==> src/rtl/pipe_pkg.sv <==
// Shared pipeline types: widths, ID/EX state encoding and
// the control bundle passed from ID/EX to EX/WB.
package pipe_pkg;

  localparam int DATA_W  = 16;
  localparam int ADDR_W  = 3;
  localparam int ALUOP_W = 4;

  localparam logic [1:0] ST_RUN        = 2'd0;
  localparam logic [1:0] ST_HOLD       = 2'd1;
  localparam logic [1:0] ST_FLUSH_PEND = 2'd2;

  typedef enum logic [1:0] {
    RUN        = ST_RUN,
    HOLD       = ST_HOLD,
    FLUSH_PEND = ST_FLUSH_PEND
  } idex_state_t;

  typedef struct packed {
    logic               memread;
    logic               memwrite;
    logic               regwrite;
    logic [ALUOP_W-1:0] aluop;
  } ctrl_t;

  localparam ctrl_t CTRL_NOP = '0;

endpackage

==> src/rtl/id_ex_stage_if.sv <==
// Decode-to-ID/EX handshake bundle.
// Decode is the master; the ID/EX register is the slave.
interface id_ex_stage_if
  import pipe_pkg::*;
();

  logic              valid;
  logic              ready;
  logic [ADDR_W-1:0] rs_addr;
  logic [ADDR_W-1:0] rt_addr;
  logic [ADDR_W-1:0] write_addr;
  logic [DATA_W-1:0] rs_data;
  logic [DATA_W-1:0] rt_data;
  logic [DATA_W-1:0] imm;
  ctrl_t             ctrl;

  modport master (
    output valid, rs_addr, rt_addr,
    output write_addr, rs_data,
    output rt_data, imm, ctrl,
    input  ready
  );

  modport slave (
    input  valid, rs_addr, rt_addr,
    input  write_addr, rs_data,
    input  rt_data, imm, ctrl,
    output ready
  );

endinterface

==> src/rtl/id_ex_stage_sat_counter.sv <==
// Saturating up-counter with synchronous
// active-low reset.
module sat_counter #(
  parameter int W = 16
) (
  input  logic         clk_i,
  input  logic         rst_n_i,
  input  logic         inc_i,
  output logic [W-1:0] cnt_o
);

  always_ff @(posedge clk_i) begin
    if (!rst_n_i) begin
      cnt_o <= '0;
    end else if (inc_i && (cnt_o != '1)) begin
      cnt_o <= cnt_o + 1'b1;
    end
  end

endmodule

==> src/rtl/id_ex_stage.sv <==
// ID/EX pipeline register with hold, flush
// (including flush-during-hold) and bubble count.
module id_ex_stage
  import pipe_pkg::*;
#(
  parameter int CNT_W = 16
) (
  input  logic               clk_i,
  input  logic               rst_n_i,
  id_ex_stage_if.slave       id,
  input  logic               hold_i,
  input  logic               flush_i,
  output logic               em_valid_o,
  output logic [ADDR_W-1:0]  em_rs_addr_o,
  output logic [ADDR_W-1:0]  em_rt_addr_o,
  output logic [ADDR_W-1:0]  em_write_addr_o,
  output logic [DATA_W-1:0]  em_rs_data_o,
  output logic [DATA_W-1:0]  em_rt_data_o,
  output logic [DATA_W-1:0]  em_imm_o,
  output logic               em_memread_o,
  output logic               em_memwrite_o,
  output logic               em_regwrite_o,
  output logic [ALUOP_W-1:0] em_aluop_o,
  output logic [CNT_W-1:0]   bubble_cnt_o
);

  idex_state_t state_q;
  idex_state_t state_d;
  ctrl_t       ctrl_q;
  logic        pend;
  logic        load;
  logic        bubble;

  assign id.ready = !hold_i;
  assign pend     = flush_i || (state_q == FLUSH_PEND);
  assign load     = !hold_i;
  assign bubble   = load && (pend || !id.valid);

  always_comb begin
    state_d = state_q;
    unique case (1'b1)
      !hold_i:        state_d = RUN;
      hold_i && pend: state_d = FLUSH_PEND;
      default:        state_d = HOLD;
    endcase
  end

  // Bubbles clear every field so forwarding never
  // matches a stale address.
  always_ff @(posedge clk_i) begin
    if (!rst_n_i) begin
      state_q         <= RUN;
      em_valid_o      <= 1'b0;
      em_rs_addr_o    <= '0;
      em_rt_addr_o    <= '0;
      em_write_addr_o <= '0;
      em_rs_data_o    <= '0;
      em_rt_data_o    <= '0;
      em_imm_o        <= '0;
      ctrl_q          <= CTRL_NOP;
    end else begin
      state_q <= state_d;
      if (bubble) begin
        em_valid_o      <= 1'b0;
        em_rs_addr_o    <= '0;
        em_rt_addr_o    <= '0;
        em_write_addr_o <= '0;
        em_rs_data_o    <= '0;
        em_rt_data_o    <= '0;
        em_imm_o        <= '0;
        ctrl_q          <= CTRL_NOP;
      end else if (load) begin
        em_valid_o      <= 1'b1;
        em_rs_addr_o    <= id.rs_addr;
        em_rt_addr_o    <= id.rt_addr;
        em_write_addr_o <= id.write_addr;
        em_rs_data_o    <= id.rs_data;
        em_rt_data_o    <= id.rt_data;
        em_imm_o        <= id.imm;
        ctrl_q          <= id.ctrl;
      end
    end
  end

  assign em_memread_o  = ctrl_q.memread;
  assign em_memwrite_o = ctrl_q.memwrite;
  assign em_regwrite_o = ctrl_q.regwrite;
  assign em_aluop_o    = ctrl_q.aluop;

  sat_counter #(.W(CNT_W)) u_bubble_cnt (
    .clk_i   (clk_i),
    .rst_n_i (rst_n_i),
    .inc_i   (bubble),
    .cnt_o   (bubble_cnt_o)
  );

endmodule
==> src/flat_wrapper.sv <==
// flat-port wrapper written by rule: the top's interface ports become plain ports
module id_ex_stage_flat import pipe_pkg::*;
#(
  parameter int CNT_W = 16
)
  (clk_i, rst_n_i, hold_i, flush_i, em_valid_o, em_rs_addr_o, em_rt_addr_o, em_write_addr_o, em_rs_data_o, em_rt_data_o, em_imm_o, em_memread_o, em_memwrite_o, em_regwrite_o, em_aluop_o, bubble_cnt_o, id_valid, id_rs_addr, id_rt_addr, id_write_addr, id_rs_data, id_rt_data, id_imm, id_ctrl, id_ready);
  id_ex_stage_if id_i ();
  input  logic clk_i;
  input  logic rst_n_i;
  input  logic hold_i;
  input  logic flush_i;
  output logic em_valid_o;
  output logic [ADDR_W-1:0] em_rs_addr_o;
  output logic [ADDR_W-1:0] em_rt_addr_o;
  output logic [ADDR_W-1:0] em_write_addr_o;
  output logic [DATA_W-1:0] em_rs_data_o;
  output logic [DATA_W-1:0] em_rt_data_o;
  output logic [DATA_W-1:0] em_imm_o;
  output logic em_memread_o;
  output logic em_memwrite_o;
  output logic em_regwrite_o;
  output logic [ALUOP_W-1:0] em_aluop_o;
  output logic [CNT_W-1:0] bubble_cnt_o;
  input wire logic [$bits(id_i.valid)-1:0] id_valid;
  input wire logic [$bits(id_i.rs_addr)-1:0] id_rs_addr;
  input wire logic [$bits(id_i.rt_addr)-1:0] id_rt_addr;
  input wire logic [$bits(id_i.write_addr)-1:0] id_write_addr;
  input wire logic [$bits(id_i.rs_data)-1:0] id_rs_data;
  input wire logic [$bits(id_i.rt_data)-1:0] id_rt_data;
  input wire logic [$bits(id_i.imm)-1:0] id_imm;
  input wire logic [$bits(id_i.ctrl)-1:0] id_ctrl;
  output wire logic [$bits(id_i.ready)-1:0] id_ready;
  assign id_i.valid = id_valid;
  assign id_i.rs_addr = id_rs_addr;
  assign id_i.rt_addr = id_rt_addr;
  assign id_i.write_addr = id_write_addr;
  assign id_i.rs_data = id_rs_data;
  assign id_i.rt_data = id_rt_data;
  assign id_i.imm = id_imm;
  assign id_i.ctrl = id_ctrl;
  assign id_ready = id_i.ready;
  id_ex_stage #(.CNT_W(CNT_W)) u_core (.clk_i(clk_i), .rst_n_i(rst_n_i), .id(id_i), .hold_i(hold_i), .flush_i(flush_i), .em_valid_o(em_valid_o), .em_rs_addr_o(em_rs_addr_o), .em_rt_addr_o(em_rt_addr_o), .em_write_addr_o(em_write_addr_o), .em_rs_data_o(em_rs_data_o), .em_rt_data_o(em_rt_data_o), .em_imm_o(em_imm_o), .em_memread_o(em_memread_o), .em_memwrite_o(em_memwrite_o), .em_regwrite_o(em_regwrite_o), .em_aluop_o(em_aluop_o), .bubble_cnt_o(bubble_cnt_o));
endmodule
==> config.mk <==
export PLATFORM = sky130hd
export DESIGN_NAME = id_ex_stage_flat
export DESIGN_NICKNAME = d
export VERILOG_FILES = /design/src/rtl/pipe_pkg.sv /design/src/rtl/id_ex_stage_if.sv /design/src/rtl/id_ex_stage_sat_counter.sv /design/src/rtl/id_ex_stage.sv /design/src/flat_wrapper.sv
export SDC_FILE = /design/constraint.sdc
export NUM_CORES = 1
export LEC_CHECK = 0
export ABC_CLOCK_PERIOD_IN_PS = 2650
export CAP_MARGIN = 0
export CORE_MARGIN = 2
export CORE_UTILIZATION = 40
export CTS_CLUSTER_SIZE = 20
export DETAILED_ROUTE_END_ITERATION = 10
export DONT_BUFFER_PORTS = 1
export PLACE_DENSITY = 0.64
export SLEW_MARGIN = 20
export SYNTH_ARGS = -nofsm -noshare
export SYNTH_HDL_FRONTEND = slang
export SYNTH_HIERARCHICAL = 1
export SYNTH_SLANG_ARGS = --single-unit
==> constraint.sdc <==
create_clock -name clk_i -period 2.65 [get_ports clk_i]
set_clock_uncertainty 0.15 [all_clocks]
set_input_delay 0.53 -clock clk_i [delete_from_list [all_inputs] [get_ports clk_i]]
set_output_delay 0.53 -clock clk_i [all_outputs]
set_load 0.02 [all_outputs]
==> results.md, run 1 <==
* Post-CTS Resized at 0
* Fin nets at ~380
* Top fanout value on the critical path at 7
* Placement Rows at 35
* Arr. time, crit path at 2100 ps
* Critical path class: reg -> reg
* Clk root buf: clkbuf_8
* Initial Util at 0.4135
* Sink Count at 83
* Postcts setup bufs at 0
* Hold crit path type: in -> reg
* Dpl ws at 730.7 ps
* Worst-Skew Late Latency at 350 ps
* First-pass GRT wire length at 11340 um
* Fin worst setup slack at 688.4 ps
* Routability cong. at about 0.8
* Unrepaired setup endpoints after global routing: no
* Crit. End Element: flop
* Compound-Gate Fraction of Synth Area at 0.04289
* Die X at 101.7 um
* Syn. warnings at 6
* Fill count at about 910
* Syn Inst Count at 324
* DRT antenna net count at 0
* Syn nets at slightly below 400
* Critical path required time at 2780 ps
* Hold slack at 156.3 ps
* Slew @ Worst Pin at 666.6 ps
* CTS buffer count at 9
* Fin crit share at 0.7402
* WL/cell at between 15 and 20 um
* Final hold vios at 0
* DP Area at 3784 um2
* Synthesized area at 3821 um2
* Pleak at 1.450 nW
* Largest net degree at the start of global routing at 74
* Gr ovfl total at 0
* Area grow syn2layout at 3.897%
* Async SR Flop Fraction at 0
* DR pass1 iterations at 4
* Die height at 101.7 um
* Final setup vio count at 0
* Final instance area at ~4000 um2
* Fraction of layout cells with a size suffix above 1 at 0.2288
* Core area at 9240 um2
* Overall Power at 0.002404 W
* Power Density at approximately 610 nW/um2
* Post-Synth XOR/XNOR Area at 0.004584
* Final wirelength at roughly 7400 um
* Number of diodes at 0
* Max-slew headroom at 0.5556
* Synth top area cells: dfxtp_1 43%, mux2i_1 18%, nor3b_2 16%, nor3b_1 3.3%, buf_12 2.1%
* Synth unique cells at 41
* Fraction of the mapped netlist area in adder cells at 0.003274
* Total GRT Usage at 0.1397
* Post-synth top flop: dfxtp_1
* Outcome: finished clean
* TritonCTS clock tree: built
* Synth Area in Simple Gates at 0.2750
* Post-CTS Hold Buffers at 0
* Dpl hpwl at 4961 um
* Initial antenna violation count at 0
* Yosys top cell by area: dfxtp_1
* FMAX at 509.8 MHz
* Setup crit start kind: flop
* Avg Cell Area, Syn at between 10 and 15 um2
* Drt drc at 0
* Pins Over Slew Limit at 0
* Sequential fraction of the synthesis area at 0.4348
* Max-cap violations at 0
* Longest Clk Path Bufs at 2
* Post-synth EDFFs at 0
* DRT iter0 DRCs at about 80
* Tmin final at 1962 ps
* Post-DR vias/cell at ~5.3
* #FFs+latches synth at 83
* Via count at ~2.4k
* H-Tree Depth at 3
* Clock Pin Slew Worst Setup and Hold Paths at 90 ps
* Fin Setup TNS at 0 ps
* Die area at 10350 um2
* Largest family of logic cells by synthesized area: simple AND/OR/NAND/NOR gates
* Number of I/O port buffers at 0
* Vias in the first global route at 2345
* Mux contribution to synthesized area at 0.1755
* Yosys top cell area share at 0.4348
* Peak supply drop at 222.7 uV
* I/O pins at 151
-- cell families (layout without fill, tap and decap cells) --
kind of cell	after synthesis	after routing
AOI/OAI and AO/OA	24	24
xor gates and xnor gates	2	2
adders and majority gates	1	1
buffers and inverters	30	25
DFF	83	83
muxes	67	67
and+or+nand+nor	117	117
-- final cells by class --
cell class	count	area [um2]	area share
Clock buffer	10	137.6	0.03467
Clock inverter	6	48.80	0.01229
Inverter	6	22.52	0.005673
Multi-Input combinational cell	211	1916	0.4825
Sequential cell	83	1662	0.4185
Tap cell	129	161.4	0.04066
Timing Repair Buffer	3	22.52	0.005673
-- placed cells by master (no fill, tap or decap), drive strengths merged, types with 2 or more instances in the layout --
cell type / Yosys / routed
dfxtp: 83 / 83
mux2i: 67 / 67
nor3b: 65 / 65
nand2: 11 / 11
clkbuf: 8 / 10
a21oi: 9 / 9
inv: 6 / 8
nor2: 7 / 7
nand3: 6 / 6
o31ai: 5 / 5
or4: 5 / 5
o21ai: 5 / 5
nand4: 4 / 4
nor4: 4 / 4
clkinvlp: 0 / 3
buf: 16 / 3
and4: 3 / 3
or3: 3 / 3
nand2b: 3 / 3
nor3: 2 / 2
-- worst paths after layout --
check	slack (ps)	cells past startpoint	endpoint	start
setup / recovery	690	4	u_core/u_bubble_cnt/cnt_o[13]	u_core/u_bubble_cnt/cnt_o[5]
hold / removal	160	2	u_core/state_q[1]	rst_n_i
setup reg to reg	690	4	u_core/u_bubble_cnt/cnt_o[13]	u_core/u_bubble_cnt/cnt_o[5]
hold reg to reg	470	2	u_core/em_valid_o	u_core/em_valid_o
-- stage by stage --
step | instances | util
4_1_cts | 448 | 0.4297
3_5_place_dp | 432 | 0.4095
2_1_floorplan | 324 | -
5_1_grt | 448 | 0.4297
3_3_place_gp | 432 | 0.4095
6_report | 448 | 0.4297
-- critical path, stage by stage (launching register included) --
cell and delay, ps:
dfxtp_1 600, nand4_4 190, or3_4 400, or4_1 410, a21oi_1 140
-- report_power, final --
group          internal (W)  switching, W
sequential          0.00129     0.0000871
clock              0.000374      0.000478
combinational     0.0000925     0.0000787
-- registers in the layout (all words and copies together), names as in the netlist --
signal,cells
u_core/em_regwrite_o,1
u_core/em_rt_data_o,16
u_core/em_valid_o,1
u_core/state_q,2
u_core/em_rs_data_o,16
u_core/em_imm_o,16
u_core/em_write_addr_o,3
u_core/em_memread_o,1
u_core/em_rs_addr_o,3
u_core/u_bubble_cnt/cnt_o,16
u_core/em_memwrite_o,1
u_core/em_rt_addr_o,3
u_core/em_aluop_o,4
-- synthesized netlist by cell type, types with 2 or more instances --
master / instances
o21ai_0: 4
buf_6: 7
nand2_1: 11
nand2b_1: 2
or3_1: 2
nor2_1: 7
nor3b_1: 17
nor3b_2: 48
buf_12: 4
clkbuf_1: 8
o31ai_1: 5
nand3_1: 6
nand4_1: 3
or4_1: 5
buf_2: 2
a21oi_1: 9
inv_1: 5
nor3_1: 2
buf_4: 3
mux2i_1: 67
and4_1: 3
nor4_1: 3
dfxtp_1: 83
-- routing by layer --
layer / vias to the layer above / track usage / wire (um)
li1: 1152 / - / -
met1: 1128 / 0.1629 / 3031
met2: 103 / 0.2277 / 3588
met3: 5 / 0.06556 / 732
met4: 0 / 0.04366 / 85
met5: - / 0 / 0
Note: power is estimated with default switching activity, not from simulation.
==> run 2, diff against run 1 <==
--- a/config.mk
+++ b/config.mk
@@ -5,14 +5,14 @@
 export SDC_FILE = /design/constraint.sdc
 export NUM_CORES = 1
 export LEC_CHECK = 0
-export ABC_CLOCK_PERIOD_IN_PS = 2650
+export ABC_CLOCK_PERIOD_IN_PS = 1600
 export CAP_MARGIN = 0
 export CORE_MARGIN = 2
 export CORE_UTILIZATION = 40
 export CTS_CLUSTER_SIZE = 20
 export DETAILED_ROUTE_END_ITERATION = 10
 export DONT_BUFFER_PORTS = 1
-export PLACE_DENSITY = 0.64
+export PLACE_DENSITY = 0.66
 export SLEW_MARGIN = 20
 export SYNTH_ARGS = -nofsm -noshare
 export SYNTH_HDL_FRONTEND = slang
==> constraint.sdc (replaced) <==
create_clock -name clk_i -period 1.6 [get_ports clk_i]
set_clock_uncertainty 0.15 [all_clocks]
set_input_delay 0.32 -clock clk_i [delete_from_list [all_inputs] [get_ports clk_i]]
set_output_delay 0.32 -clock clk_i [all_outputs]
set_load 0.02 [all_outputs]
==> run 2 against run 1 <==
Against the previous run: the run now ends with setup timing left; design area up 20%; power increased by 71%; via count increased by 13%; non-clock buffer count increased by 65; sequential share of layout area fell by 6.0 points; combinational power is 140% higher; first-iteration DRC count is 43% lower; final cell count increased by 15%; worst hold slack lost 150 ps; wire length grew 22%; die area unchanged; clock-buffer cell count up 1.
==> results.md, run 2 (synthesis gave the netlist of run 1 again) <==
* Outcome: finished, violations left
* Violated checks: setup timing
* DR pass1 iterations at 4 (unchanged)
* Fill count at 824 (-9.1%)
* Overall Power at 0.004119 W (+71%)
* Area grow syn2layout at 24.85%
* Fraction of layout cells with a size suffix above 1 at 0.4130 (+0.1841)
* First-pass GRT wire length at 12910 um (+14%)
* Post-DR vias/cell at 5.263 (-1.3%)
* Number of I/O port buffers at 0 (unchanged)
* Post-Place Cells at 471 (+9.0%)
* Delay-heaviest family, CP: simple AND/OR/NAND/NOR gates
* Pins Over Slew Limit at 0 (unchanged)
* Max-slew headroom at 0.6831 (+0.1275)
* DRT antenna net count at 0 (unchanged)
* Most frequent cells in the layout: 69 x dfxtp_1, 67 x mux2i_1, 53 x buf_4
* Number of diodes at 0 (unchanged)
* Sink Count at 83 (unchanged)
* Reg2Reg Setup Slack at -180 ps (-870 ps)
* Vias in the first global route at 2633 (+12%)
* Dpl hpwl at 5646 um (+14%)
* FMAX at 561.4 MHz (+10%)
* Largest net degree at the start of global routing at 74 (unchanged)
* Die height at 101.7 um (unchanged)
* Final instance area at 4771 um2 (+20%)
* Critical path required time at 1710 ps (-1070 ps)
* I/O pins at 151 (unchanged)
* Peak supply drop at 476.4 uV (+110%)
* Worst path cell trace: nand2b_4 -> a31oi_4 -> buf_6 -> nand2_4 -> or4_1 -> a21oi_1
* Non-Filler Instances at 514 (+15%)
* Final wirelength at 9051 um (+22%)
* H-Tree Depth at 3 (unchanged)
* DRT iter0 DRCs at 45 (-43%)
* Fin worst setup slack at -181.4 ps (-869.8 ps)
* Fin crit share at 1.113 (+0.3732)
* Final setup vio count at 13 (+13)
* Tmin final at 1781 ps (-180.2 ps)
* Most common cell after layout, fill and taps aside: dfxtp_1
* Clock Pin Slew Worst Setup and Hold Paths at 80 ps (about the same)
* Clk root buf: clkbuf_8
* Top fanout value on the critical path at 5 (-2)
* Via count at 2705 (+13%)
* Routability cong. at 0.8092 (-0.38%)
* Die X at 101.7 um (unchanged)
* TritonCTS clock tree: built
* Dpl ws at -194.5 ps (-925.2 ps)
* Max-cap violations at 0 (unchanged)
* Critical path class: reg -> reg
* Total GRT Usage at 0.1590 (+0.01929)
* Power Density at 863.4 nW/um2 (+43%)
* Slew @ Worst Pin at 474.8 ps (-191.8 ps)
* Arr. time, crit path at 1890 ps (-210 ps)
* Drt drc at 0 (unchanged)
* Crit. End Element: flop
* Placement Rows at 35 (unchanged)
* Initial antenna violation count at 0 (unchanged)
* Unrepaired setup endpoints after global routing: yes
* Final Util at 0.5163 (+0.08666)
* Pleak at 1.852 nW (+28%)
* Initial Util at 0.4135 (unchanged)
* Core area at 9240 um2 (unchanged)
* CTS buffer count at 9 (unchanged)
* Setup crit start kind: flop
* Worst path max stage delay at 500 ps (-100 ps)
* WP buf/inv at 1 (+1)
* Gr ovfl total at 0 (unchanged)
* Hold crit path type: in -> reg
* Die area at 10350 um2 (unchanged)
* Final hold vios at 0 (unchanged)
* Longest Clk Path Bufs at 2 (unchanged)
* Worst-Skew Late Latency at 340 ps (about the same)
* DP Area at 4213 um2 (+11%)
* Fin nets at 450 (+17%)
* Slowest CP cell: or4_1
* WL/cell at 17.61 um (+6.1%)
==> run 2: cell types whose count changed in the layout (fill, tap and decap cells not counted), moves of 8 or more <==
cell           previous run  this run
dfxtp_1                  83        69
dfxtp_4                   0        13
dlygate4sd3_1             0         8
buf_4                     3        53
==> run 2: path summary, 6_finish.rpt <==
kind                            depth (start not counted)                          start                       endpoint
worst max-delay path                                    6              u_core/state_q[0]   u_core/u_bubble_cnt/cnt_o[7]
worst min-delay path                                    1                        rst_n_i         u_core/em_rt_data_o[7]
worst max register to register                          6              u_core/state_q[0]   u_core/u_bubble_cnt/cnt_o[7]
worst min register to register                          1  u_core/u_bubble_cnt/cnt_o[10]  u_core/u_bubble_cnt/cnt_o[10]
==> run 2: power breakdown <==
part	internal, W	switching, W
Combinational	0.000231	0.000176
Sequential	0.00212	0.000139
Clock	0.000720	0.000731
Total	0.00307	0.00105
==> run 2: repair_timing <==
action                                  4_1_cts  5_1_grt
hold buffers                                  7        2
endpoints found under the setup margin       46       63
pin swaps                                     4        5
setup buffers                                 3       14
gates cloned                                  1        1
resized for setup                            10       10
hold endpoints to repair                     70       61
==> run 2: metal layers <==
metal	up-vias	part of all wire	global-route usage	routed length (um)
li1	1293	-	-	-
met1	1309	0.40	0.1836	3642
met2	95	0.51	0.2707	4624
met3	8	0.076	0.04624	690
met4	0	0.010	0.07277	93
met5	-	0	0	0
==> run 2: area by class of cell <==
class,count,area [um2],share of cell area
tap,129,161.4,0.03383
inverter,6,22.52,0.004721
timing repair buffer,68,620.6,0.1301
clock inverter,5,52.55,0.01101
clock buffer,11,131.4,0.02754
sequential,83,1712,0.3588
multi-input combinational,212,2071,0.4340
==> run 2: metrics by stage <==
step	setup TNS, ps	hold WS (ps)
CTS	-2257	-63.61
global route	-2422	-1.942
floorplan	-983.5	293.2
detailed placement	-4130	304.7
global placement	-1180	295.6
finish	-1525	4.597
==> variant, RTL diff (settings of run 2) <==
Make the reset (`rst_n_i`) asynchronous in 2 clocked blocks.
--- a/src/rtl/id_ex_stage_sat_counter.sv
+++ b/src/rtl/id_ex_stage_sat_counter.sv
@@ -10,5 +10,5 @@
 );
 
-  always_ff @(posedge clk_i) begin
+  always_ff @(posedge clk_i or negedge rst_n_i) begin
     if (!rst_n_i) begin
       cnt_o <= '0;
--- a/src/rtl/id_ex_stage.sv
+++ b/src/rtl/id_ex_stage.sv
@@ -48,5 +48,5 @@
   // Bubbles clear every field so forwarding never
   // matches a stale address.
-  always_ff @(posedge clk_i) begin
+  always_ff @(posedge clk_i or negedge rst_n_i) begin
     if (!rst_n_i) begin
       state_q         <= RUN;
Formal check against the unedited RTL: differs if rst_n_i is asserted again (counterexample within 4 cycles, from zero or initial values and one cycle with rst_n_i low); with rst_n_i held inactive, the same outputs for 10 cycles.
==> variant against run 2 <==
  * The flow finishes with violations (hold timing, setup timing)
  * Worst hold slack worse by 0.50 ns
  * Cell area down 2.6%
  * Critical path type unchanged
  * Critical path depth up 1
  * Sequential cell count unchanged
  * Total power up 19%
  * Die area up 8.0%
  * Global-route usage up 1.6 points
  * Setup slack better by 0.098 ns
  * Synthesized area up 8.3%
  * Wire length up 6.7%
  * Final cell count up 1.9%
==> variant: results (changes against run 2) <==
[routing]
drt_wl_total_mm=9.66  ; was 9.05 mm
wl_met1_mm=4.17  ; was 3.64 mm
wl_met3_um=768  ; was 690 µm
drt_iter0_markers=195  ; was 45
via_per_inst=5.68  ; was 5.26

[cts]
htreeDepth=3  ; unchanged

[sta]
tightest_slew_ns=0.319  ; was 0.475 ns
timing.hold.ws_ns=-0.497  ; was 0.00460 ns
setup_ws_ns=-0.0832  ; was -0.181 ns
finalSetupViolCount=6  ; was 13
hold_violations=149  ; was 0

[grt]
track_usage=0.175  ; was 0.159

[placed_design]
place_area_mm2=0.00437  ; was 0.00421 mm²
place_hpwl_mm=6.06  ; was 5.65 mm
place_congestion=0.779  ; was 0.809

[run_status]
status=finished with violations  ; unchanged
violations=hold timing, setup timing  ; was setup timing

[critical_path]
crit_arrival_ns=1.76  ; was 1.89 ns
r2r-start=u_core/state_q[0]  ; unchanged
path_max_fanout=4  ; was 5
r2r-end=u_core/u_bubble_cnt/cnt_o[14]  ; was u_core/u_bubble_cnt/cnt_o[7]
reg2reg_depth=7  ; was 6
slowest_delay_ns=0.38  ; was 0.50 ns

[power]
p_leak_uw=0.00191  ; was 0.00185 µW
p_int_uw=3500  ; was 3070 µW
ir_drop_mv=0.399  ; was 0.476 mV

[synthesis]
synth-seq-area-share=0.502  ; was 0.435
synthTopCellsByArea=dfrtp_1, nand3b_1, o31ai_1, o31ai_2, nand2_1  ; was dfxtp_1, mux2i_1, nor3b_2, nor3b_1, buf_12
netlist_area_mm2=0.00414  ; was 0.00382 mm²
synth_cell_types=42  ; was 41
synthArstFlopShare=1.00  ; was 0
synthTopCellsByCount=dfrtp_1, nand2_1, nand3b_1, o31ai_1, o31ai_2  ; was dfxtp_1, mux2i_1, nor3b_2, nor3b_1, nand2_1

[finish]
num-nets-final=454  ; was 450
drive_gt1_frac=0.276  ; was 0.413

[hold_path]
hold_class=input port to async pin  ; was input port to flop

[variant: repair_timing]
action                     in CTS  in global routing
pin swaps                       6                  9
setup endpoints to repair      10                 14
gates resized for setup         1                  7
hold endpoints to repair      149                149
setup buffers                   3                  4
[variant: cells by family after synthesis]
logic type / share of synthesized area
AND/OR/NAND/NOR: 0.246
flip-flops: 0.502
AO/OA/AOI/OAI: 0.178
buffers and inverters: 0.0541
XOR/XNOR: 0.0148
multiplexers: 0.00272
adder cells (fa/ha/maj): 0.00302
[variant: through the flow]
stage | TNS (ns) | hold slack [ns] | worst slack [ns] | std cells
CTS | -0.665 | -0.519 | -0.156 | 520
detailed placement | -0.635 | -0.123 | -0.129 | 502
finish | -0.259 | -0.497 | -0.0832 | 524
global route | -1.16 | -0.528 | -0.168 | 524
floorplan | -0.175 | -0.126 | -0.0430 | 375
global placement | -0.215 | -0.123 | -0.0658 | 502
[variant: layout make-up]
| cell class | count | area [µm²] |
|---|---|---|
| Timing Repair Buffer | 33 | 277 |
| Tap cell | 136 | 170 |
| Multi-Input combinational cell | 256 | 1900 |
| Inverter | 1 | 3.75 |
| Fill cell | 971 | 5540 |
| Sequential cell | 83 | 2090 |
| Clock buffer | 12 | 135 |
| Clock inverter | 3 | 65.1 |
[variant: worst max path at each step]
stage / startpoint / endpoint / slack [ns] / cells after the start
after floorplan: u_core/state_q[0] / u_core/u_bubble_cnt/cnt_o[5] / -0.04 / 6
after global placement: u_core/state_q[0] / u_core/u_bubble_cnt/cnt_o[15] / -0.07 / 6
after detailed placement: u_core/state_q[0] / u_core/u_bubble_cnt/cnt_o[15] / -0.13 / 6
after CTS: u_core/state_q[0] / u_core/u_bubble_cnt/cnt_o[15] / -0.16 / 6
after global routing: u_core/state_q[0] / u_core/u_bubble_cnt/cnt_o[5] / -0.17 / 7
final: u_core/state_q[0] / u_core/u_bubble_cnt/cnt_o[14] / -0.08 / 7
[variant: power groups by stage]
| stage | clock network [µW] | logic, µW | registers [µW] |
|---|---|---|---|
| 2_1_floorplan | 0 | 458 | 2660 |
| 3_3_place_gp | 0 | 726 | 2540 |
| 3_5_place_dp | 0 | 748 | 2540 |
| 4_1_cts | 1660 | 757 | 2500 |
| 5_1_grt | 1750 | 876 | 2520 |
| 6_report | 1600 | 797 | 2500 |
[variant: per-layer routing]
layer | vias up | global-route usage
met3 | 2 | 0.0662
met2 | 98 | 0.265
met4 | 0 | 0.0564
met5 | - | 0
met1 | 1490 | 0.233
li1 | 1384 | -
[variant: critical path, delay by kind of cell (launching register included)]
family	cells	cell delay, ns
AND/OR/NAND/NOR	4	0.60
flip-flops	1	0.38
XOR/XNOR	1	0.15
AO/OA/AOI/OAI	1	0.14
buffers and inverters	1	0.13
